$ cat src/rtl/mac_ctrl_pkg.sv
`default_nettype none
// ---------------------------------------------------------------
// mac_ctrl_pkg : shared types/constants for the MAC layer sequencer
// Rev 1.0
// ---------------------------------------------------------------
package mac_ctrl_pkg;

  typedef enum logic [2:0] {
    ST_IDLE = 3'd0,
    ST_ACC  = 3'd1,
    ST_WAIT = 3'd2,
    ST_CAPT = 3'd3,
    ST_OUT  = 3'd4,
    ST_FIN  = 3'd5
  } state_t;

  localparam int          FRAC_BITS = 8;
  localparam logic [15:0] QZERO     = 16'h0000;
  localparam int          LANES     = 64;

  function automatic logic [15:0] relu_q88(input logic [15:0] value, input logic enable);
    return (enable && value[15]) ? QZERO : value;
  endfunction

endpackage
`default_nettype wire

$ cat src/rtl/mac_addr_gen.sv
`default_nettype none
// ---------------------------------------------------------------
// mac_addr_gen : chunk/neuron counters and running weight address
// Rev 1.0
// ---------------------------------------------------------------
module mac_addr_gen #(
  parameter int CHUNK_W  = 6,
  parameter int NEURON_W = 8
) (
  input  logic                        clk,
  input  logic                        reset,
  input  logic                        clear,
  input  logic                        chunk_step,
  input  logic                        neuron_step,
  input  logic [CHUNK_W-1:0]          num_chunks,
  output logic [CHUNK_W-1:0]          chunk,
  output logic [NEURON_W-1:0]         neuron,
  output logic [NEURON_W+CHUNK_W-1:0] weight_addr,
  output logic                        last_chunk
);

  assign last_chunk = (chunk == num_chunks - CHUNK_W'(1));

  // weight_addr never rewinds: after neuron n it already sits at (n+1)*chunks
  always_ff @(posedge clk) begin
    if (reset || clear) begin
      chunk       <= '0;
      neuron      <= '0;
      weight_addr <= '0;
    end else begin
      if (chunk_step) begin
        chunk       <= last_chunk ? '0 : chunk + CHUNK_W'(1);
        weight_addr <= weight_addr + (NEURON_W+CHUNK_W)'(1);
      end
      if (neuron_step) begin
        neuron <= neuron + NEURON_W'(1);
      end
    end
  end

endmodule
`default_nettype wire

$ cat src/rtl/mac_layer_ctrl.sv
`default_nettype none
// ---------------------------------------------------------------
// mac_layer_ctrl : sequences one fully-connected layer on the MAC
// Rev 1.0
// ---------------------------------------------------------------
module mac_layer_ctrl
  import mac_ctrl_pkg::*;
#(
  parameter int CHUNK_W  = 6,
  parameter int NEURON_W = 8
) (
  input  logic                        clk,
  input  logic                        reset,
  input  logic                        start,
  input  logic [CHUNK_W-1:0]          cfg_chunks,
  input  logic [NEURON_W-1:0]         cfg_neurons,
  input  logic                        cfg_relu,
  output logic                        busy,
  output logic                        done,
  output logic                        rd_en,
  output logic [CHUNK_W-1:0]          data_addr,
  output logic [NEURON_W+CHUNK_W-1:0] weight_addr,
  output logic                        mac_reset,
  output logic                        mac_gate,
  input  logic [15:0]                 mac_result,
  output logic                        out_valid,
  input  logic                        out_ready,
  output logic [15:0]                 out_data,
  output logic [NEURON_W-1:0]         out_index
);

  state_t               state_q, state_d;
  logic [CHUNK_W-1:0]   chunks_q;
  logic [NEURON_W-1:0]  neurons_q;
  logic                 relu_q;
  logic                 launch;
  logic                 chunk_step;
  logic                 neuron_step;
  logic                 last_chunk;
  logic                 last_neuron;
  logic [CHUNK_W-1:0]   chunk;
  logic [NEURON_W-1:0]  neuron;

  assign launch      = (state_q == ST_IDLE) && start;
  assign chunk_step  = (state_q == ST_ACC);
  assign neuron_step = (state_q == ST_OUT) && out_ready;
  assign last_neuron = (neuron == neurons_q - NEURON_W'(1));
  assign data_addr   = chunk;

  mac_addr_gen #(
    .CHUNK_W  (CHUNK_W),
    .NEURON_W (NEURON_W)
  ) u_addr_gen (
    .clk         (clk),
    .reset       (reset),
    .clear       (launch),
    .chunk_step  (chunk_step),
    .neuron_step (neuron_step),
    .num_chunks  (chunks_q),
    .chunk       (chunk),
    .neuron      (neuron),
    .weight_addr (weight_addr),
    .last_chunk  (last_chunk)
  );

  always_ff @(posedge clk) begin
    if (reset) begin
      state_q <= ST_IDLE;
    end else begin
      state_q <= state_d;
    end
  end

  always_comb begin
    state_d = state_q;
    case (state_q)
      ST_IDLE: begin
        if (start) begin
          state_d = (cfg_chunks != '0 && cfg_neurons != '0) ? ST_ACC : ST_FIN;
        end
      end
      ST_ACC:  if (last_chunk) state_d = ST_WAIT;
      ST_WAIT: state_d = ST_CAPT;
      ST_CAPT: state_d = ST_OUT;
      ST_OUT:  if (out_ready) state_d = last_neuron ? ST_FIN : ST_ACC;
      ST_FIN:  state_d = ST_IDLE;
      default: state_d = ST_IDLE;
    endcase
  end

  always_comb begin
    busy      = (state_q != ST_IDLE);
    done      = (state_q == ST_FIN);
    rd_en     = (state_q == ST_ACC);
    out_valid = (state_q == ST_OUT);
    mac_reset = reset || ((state_q == ST_ACC) && (chunk == '0));
  end

  // Operands arrive one cycle after the read strobe; outside that window the
  // external gate zeroes them so the accumulator simply holds.
  always_ff @(posedge clk) begin
    if (reset) begin
      mac_gate <= 1'b0;
    end else begin
      mac_gate <= rd_en;
    end
  end

  always_ff @(posedge clk) begin
    if (reset) begin
      chunks_q  <= '0;
      neurons_q <= '0;
      relu_q    <= 1'b0;
      out_data  <= QZERO;
      out_index <= '0;
    end else begin
      if (launch) begin
        chunks_q  <= cfg_chunks;
        neurons_q <= cfg_neurons;
        relu_q    <= cfg_relu;
      end
      if (state_q == ST_CAPT) begin
        out_data  <= relu_q88(mac_result, relu_q);
        out_index <= neuron;
      end
    end
  end

endmodule
`default_nettype wire

$ cat config.mk
export PLATFORM = sky130hd
export DESIGN_NAME = mac_layer_ctrl
export DESIGN_NICKNAME = d
export VERILOG_FILES = /design/src/rtl/mac_ctrl_pkg.sv /design/src/rtl/mac_addr_gen.sv /design/src/rtl/mac_layer_ctrl.sv
export SDC_FILE = /design/constraint.sdc
export NUM_CORES = 1
export LEC_CHECK = 0
export CORE_MARGIN = 2
export CORE_UTILIZATION = 35
export DETAILED_ROUTE_END_ITERATION = 8
export GPL_TIMING_DRIVEN = 0
export PLACE_DENSITY = 0.68
export RECOVER_POWER = 50
export SLEW_MARGIN = 5
export SYNTH_ARGS = -nofsm -noshare
export SYNTH_HDL_FRONTEND = slang
export SYNTH_SLANG_ARGS = --single-unit
$ cat constraint.sdc
create_clock -name clk -period 2.86 [get_ports clk]
set_input_delay 0.572 -clock clk [delete_from_list [all_inputs] [get_ports clk]]
set_output_delay 0.572 -clock clk [all_outputs]
set_load 0.005 [all_outputs]
==> impl_metrics.json <==
{
  "areaGrowthSynthToFinish_pct": 36.7,
  "total_switching_power_w": 0.000522,
  "synth.top_cells.by_count": "sky130_fd_sc_hd__nand2_1, sky130_fd_sc_hd__dfxtp_1, sky130_fd_sc_hd__a21oi_1",
  "post_synthesis_net_count": 462,
  "final-max-slew-violation-count": 0,
  "detail_route.iter0.violations": 137,
  "worst_setup_path_start_kind": "input port",
  "postCtsSetupRepairBufs": 0,
  "pin_count_of_the_biggest_net_entering_global_routing": 13,
  "dpl_cell_area_mm2": 0.00442,
  "ports_placed_on_the_boundary": 85,
  "fp.dieW_um": 103,
  "final_layout_size_suffix_gt1_frac": 0.0749,
  "final_setup_tns_ns": 0,
  "path_max_fanout": 10,
  "critPathKind": "input port to output pin",
  "groute.usage.overall": 0.164,
  "worst_pin_slew_ns": 0.521,
  "ys_async_sr_fraction": 0,
  "final_hold_viol_count": 0,
  "total_of_buffers_placed_on_input_and_output_ports": 84,
  "postLayoutCoreUtil": 0.486,
  "cts_inserted_buffers": 9,
  "number_of_global_route_vias_before_repair": 2939,
  "drc_errors": 0,
  "clock_sink_count": 71,
  "synthMuxAreaShare": 0.00294,
  "critical_path.cell_chain": "dlygate4sd3_1 > clkbuf_1 > a31o_2 > clkdlybuf4s50_1",
  "yosys.area_share.adder": 0.0220,
  "setup_viol_count_final": 0,
  "max-clock-path-buffers": 2,
  "core_area_mm2": 0.00959,
  "syn-cell-area_mm2": 0.00341,
  "synth.top_cell.area_share": 0.417,
  "cts.hold.buffers_added": 0,
  "cp_slowest_cell": "sky130_fd_sc_hd__dlygate4sd3_1",
  "share_clk_of_total_power": 0.439,
  "initial_standard_cell_utilization_of_the_core": 0.355,
  "cts.htree.levels": 3,
  "synth_flop_cell": "sky130_fd_sc_hd__dfxtp_1",
  "post_route_cell_area_mm2": 0.00466,
  "synth_top_family_by_area": "simple AND/OR/NAND/NOR gates",
  "hold_path_startpoint": "out_data[15]",
  "gp_congestion": 0.839,
  "synth_cells": 421,
  "synth.yosys.seq_area_share": 0.417,
  "clk_latency_ns": 0.35,
  "synth-simple-area-share": 0.278,
  "cts_resized": 0,
  "yosys.cell_count.top_type": "sky130_fd_sc_hd__nand2_1",
  "skew_ns": 0.00640,
  "hold_path_class": "register to register",
  "routed_wire_length_per_instance_um": 12.9,
  "rsz0062_at_grt": "no",
  "p_leak_nw": 1.75,
  "critPathRequiredTime_ns": 2.29,
  "critPathCaptureType": "output pin",
  "synth_seq_cells": 71,
  "detailroute.via_count": 3193,
  "outcome": "finished, final reports clean",
  "grt_first_pass_wirelength_um": 13600,
  "chipHeight_um": 103,
  "rr_endpoint": "u_addr_gen.weight_addr[7]",
  "cellInternalPower_w": 0.00172,
  "timing.final.crit_period_ns": 2.78,
  "firstDrtPassIters": 4,
  "ctsRootBufferMaster": "sky130_fd_sc_hd__clkbuf_8",
  "worst_setup_hold_path_clk_slew_ns": 0.07,
  "timing.max_slew.rel_slack": 0.653,
  "worst_reg_to_reg_cells": 7,
  "avg_vias_per_cell": 4.88,
  "r2r-start": "state_q[2]",
  "tritoncts": "yes",
  "synth_area_in_xor_xnor": 0.0896,
  "r2r_setup_slack_ns": 0.67,
  "netlist_top_cells_area": "sky130_fd_sc_hd__dfxtp_1, sky130_fd_sc_hd__nand2_1, sky130_fd_sc_hd__a21oi_1",
  "antenna_found_initial": 0,
  "ys_types": 55,
  "core_rows": 36,
  "totalWireLength_um": 8460,
  "max_clock_freq_mhz": 359,
  "grt.overflow.total": 0,
  "yosysTopAreaCell": "sky130_fd_sc_hd__dfxtp_1",
  "min_to": "out_data[15]",
  "count_of_inserted_antenna_diode_cells": 0,
  "power.share.switching": 0.233,
  "vdd.ir_drop.worst_uv": 237,
  "finalNetCount": 557,
  "power.density_cell_area_mw_per_mm2": 481,
  "post_detail_place_hpwl_um": 6400,
  "part_of_the_cycle_the_worst_path_needs": 0.973,
  "combPwrFrac": 0.104,
  "timing.critical_path.slowest_cell_delay_ns": 0.57,
  "multi_input_comb_area_mm2": 0.00183,
  "whs_path_depth": 2,
  "worst_ep_arrival_time_ns": 2.21,
  "final_antenna_net_count": 0,
  "max-cap-violations": 0,
  "area.sequential_mm2": 0.00142,
  "synth_edf_count": 0,
  "synth_compound_area_frac": 0.144,
  "fillCellCount": 935,
  "yosys_warnings": 0,
  "floorplan.die_area_mm2": 0.0105,
  "p_seq_frac": 0.457,
  "synth.avg_cell_area_um2": 8.10
}
[area by class of cell]
class                           count  share of cell area
Tap cell                          133              0.0357
Clock buffer                       10              0.0295
Inverter                           11             0.00886
Multi-Input combinational cell    313               0.392
Clock inverter                      6              0.0231
Buffer                             26              0.0252
Sequential cell                    71               0.305
Timing Repair Buffer               84               0.180
[placed cells by master, fill, tap and decap left out, drive strengths merged, types with 14 or more instances in the layout]
cell           count
xnor2             20
nand2             82
dlygate4sd3       38
nand3             27
clkbuf            26
clkdlybuf4s50     46
xor2              14
a21oi             50
dfxtp             71
nor2              31
[layer usage]
| layer | vias up | GRT usage | share of wire |
|---|---|---|---|
| met1 | 1490 | 0.205 | 0.45 |
| met4 | 0 | 0.0831 | 0.023 |
| met3 | 17 | 0.0258 | 0.030 |
| li1 | 1630 | - | - |
| met5 | - | 0 | 0 |
| met2 | 56 | 0.275 | 0.50 |
[critical path, delay by kind of cell]
family / cells / cell delay, ns
compound gates: 1 / 0.18
buf+inv: 3 / 1.46
[cell families after synthesis]
kind of cell / count (synthesis)
adder cells (fa/ha/maj): 6
multiplexers: 1
buffers and inverters: 37
flip-flops: 71
AO/OA/AOI/OAI: 79
AND/OR/NAND/NOR: 193
XOR/XNOR: 34
[power by group through the flow]
stage | logic, W | clock network (W) | registers (W)
after global routing | 0.000257 | 0.00104 | 0.00103
final | 0.000233 | 0.000984 | 0.00102
after detailed placement | 0.000234 | 0 | 0.00105
after global placement | 0.000228 | 0 | 0.00105
after CTS | 0.000235 | 0.000996 | 0.00102
after floorplan | 0.000136 | 0 | 0.00104
[flip-flops by register name, indices dropped and copies added (netlist names)]
name                    cells
chunks_q                    6
mac_gate                    1
neurons_q                   8
out_data                   16
out_index                   8
relu_q                      1
state_q                     3
u_addr_gen.chunk            6
u_addr_gen.neuron           8
u_addr_gen.weight_addr     14
[through the flow]
stage               power (W)  std cells  hold WS, ns  setup slack, ns
finish                0.00224        654        0.449           0.0775
floorplan             0.00118        421        0.444             1.03
global placement      0.00128        638        0.438            0.136
CTS                   0.00226        654        0.456            0.108
global route          0.00233        654        0.462          0.00983
detailed placement    0.00128        638        0.445            0.125
[worst max path at each step]
stage,startpoint,end,depth (start not counted)
floorplan,chunks_q[0],state_q[2],7
global placement,reset,mac_reset,4
detailed placement,reset,mac_reset,4
CTS,reset,mac_reset,4
global route,state_q[0],mac_reset,5
finish,reset,mac_reset,4
(Power assumes the default switching activity.)
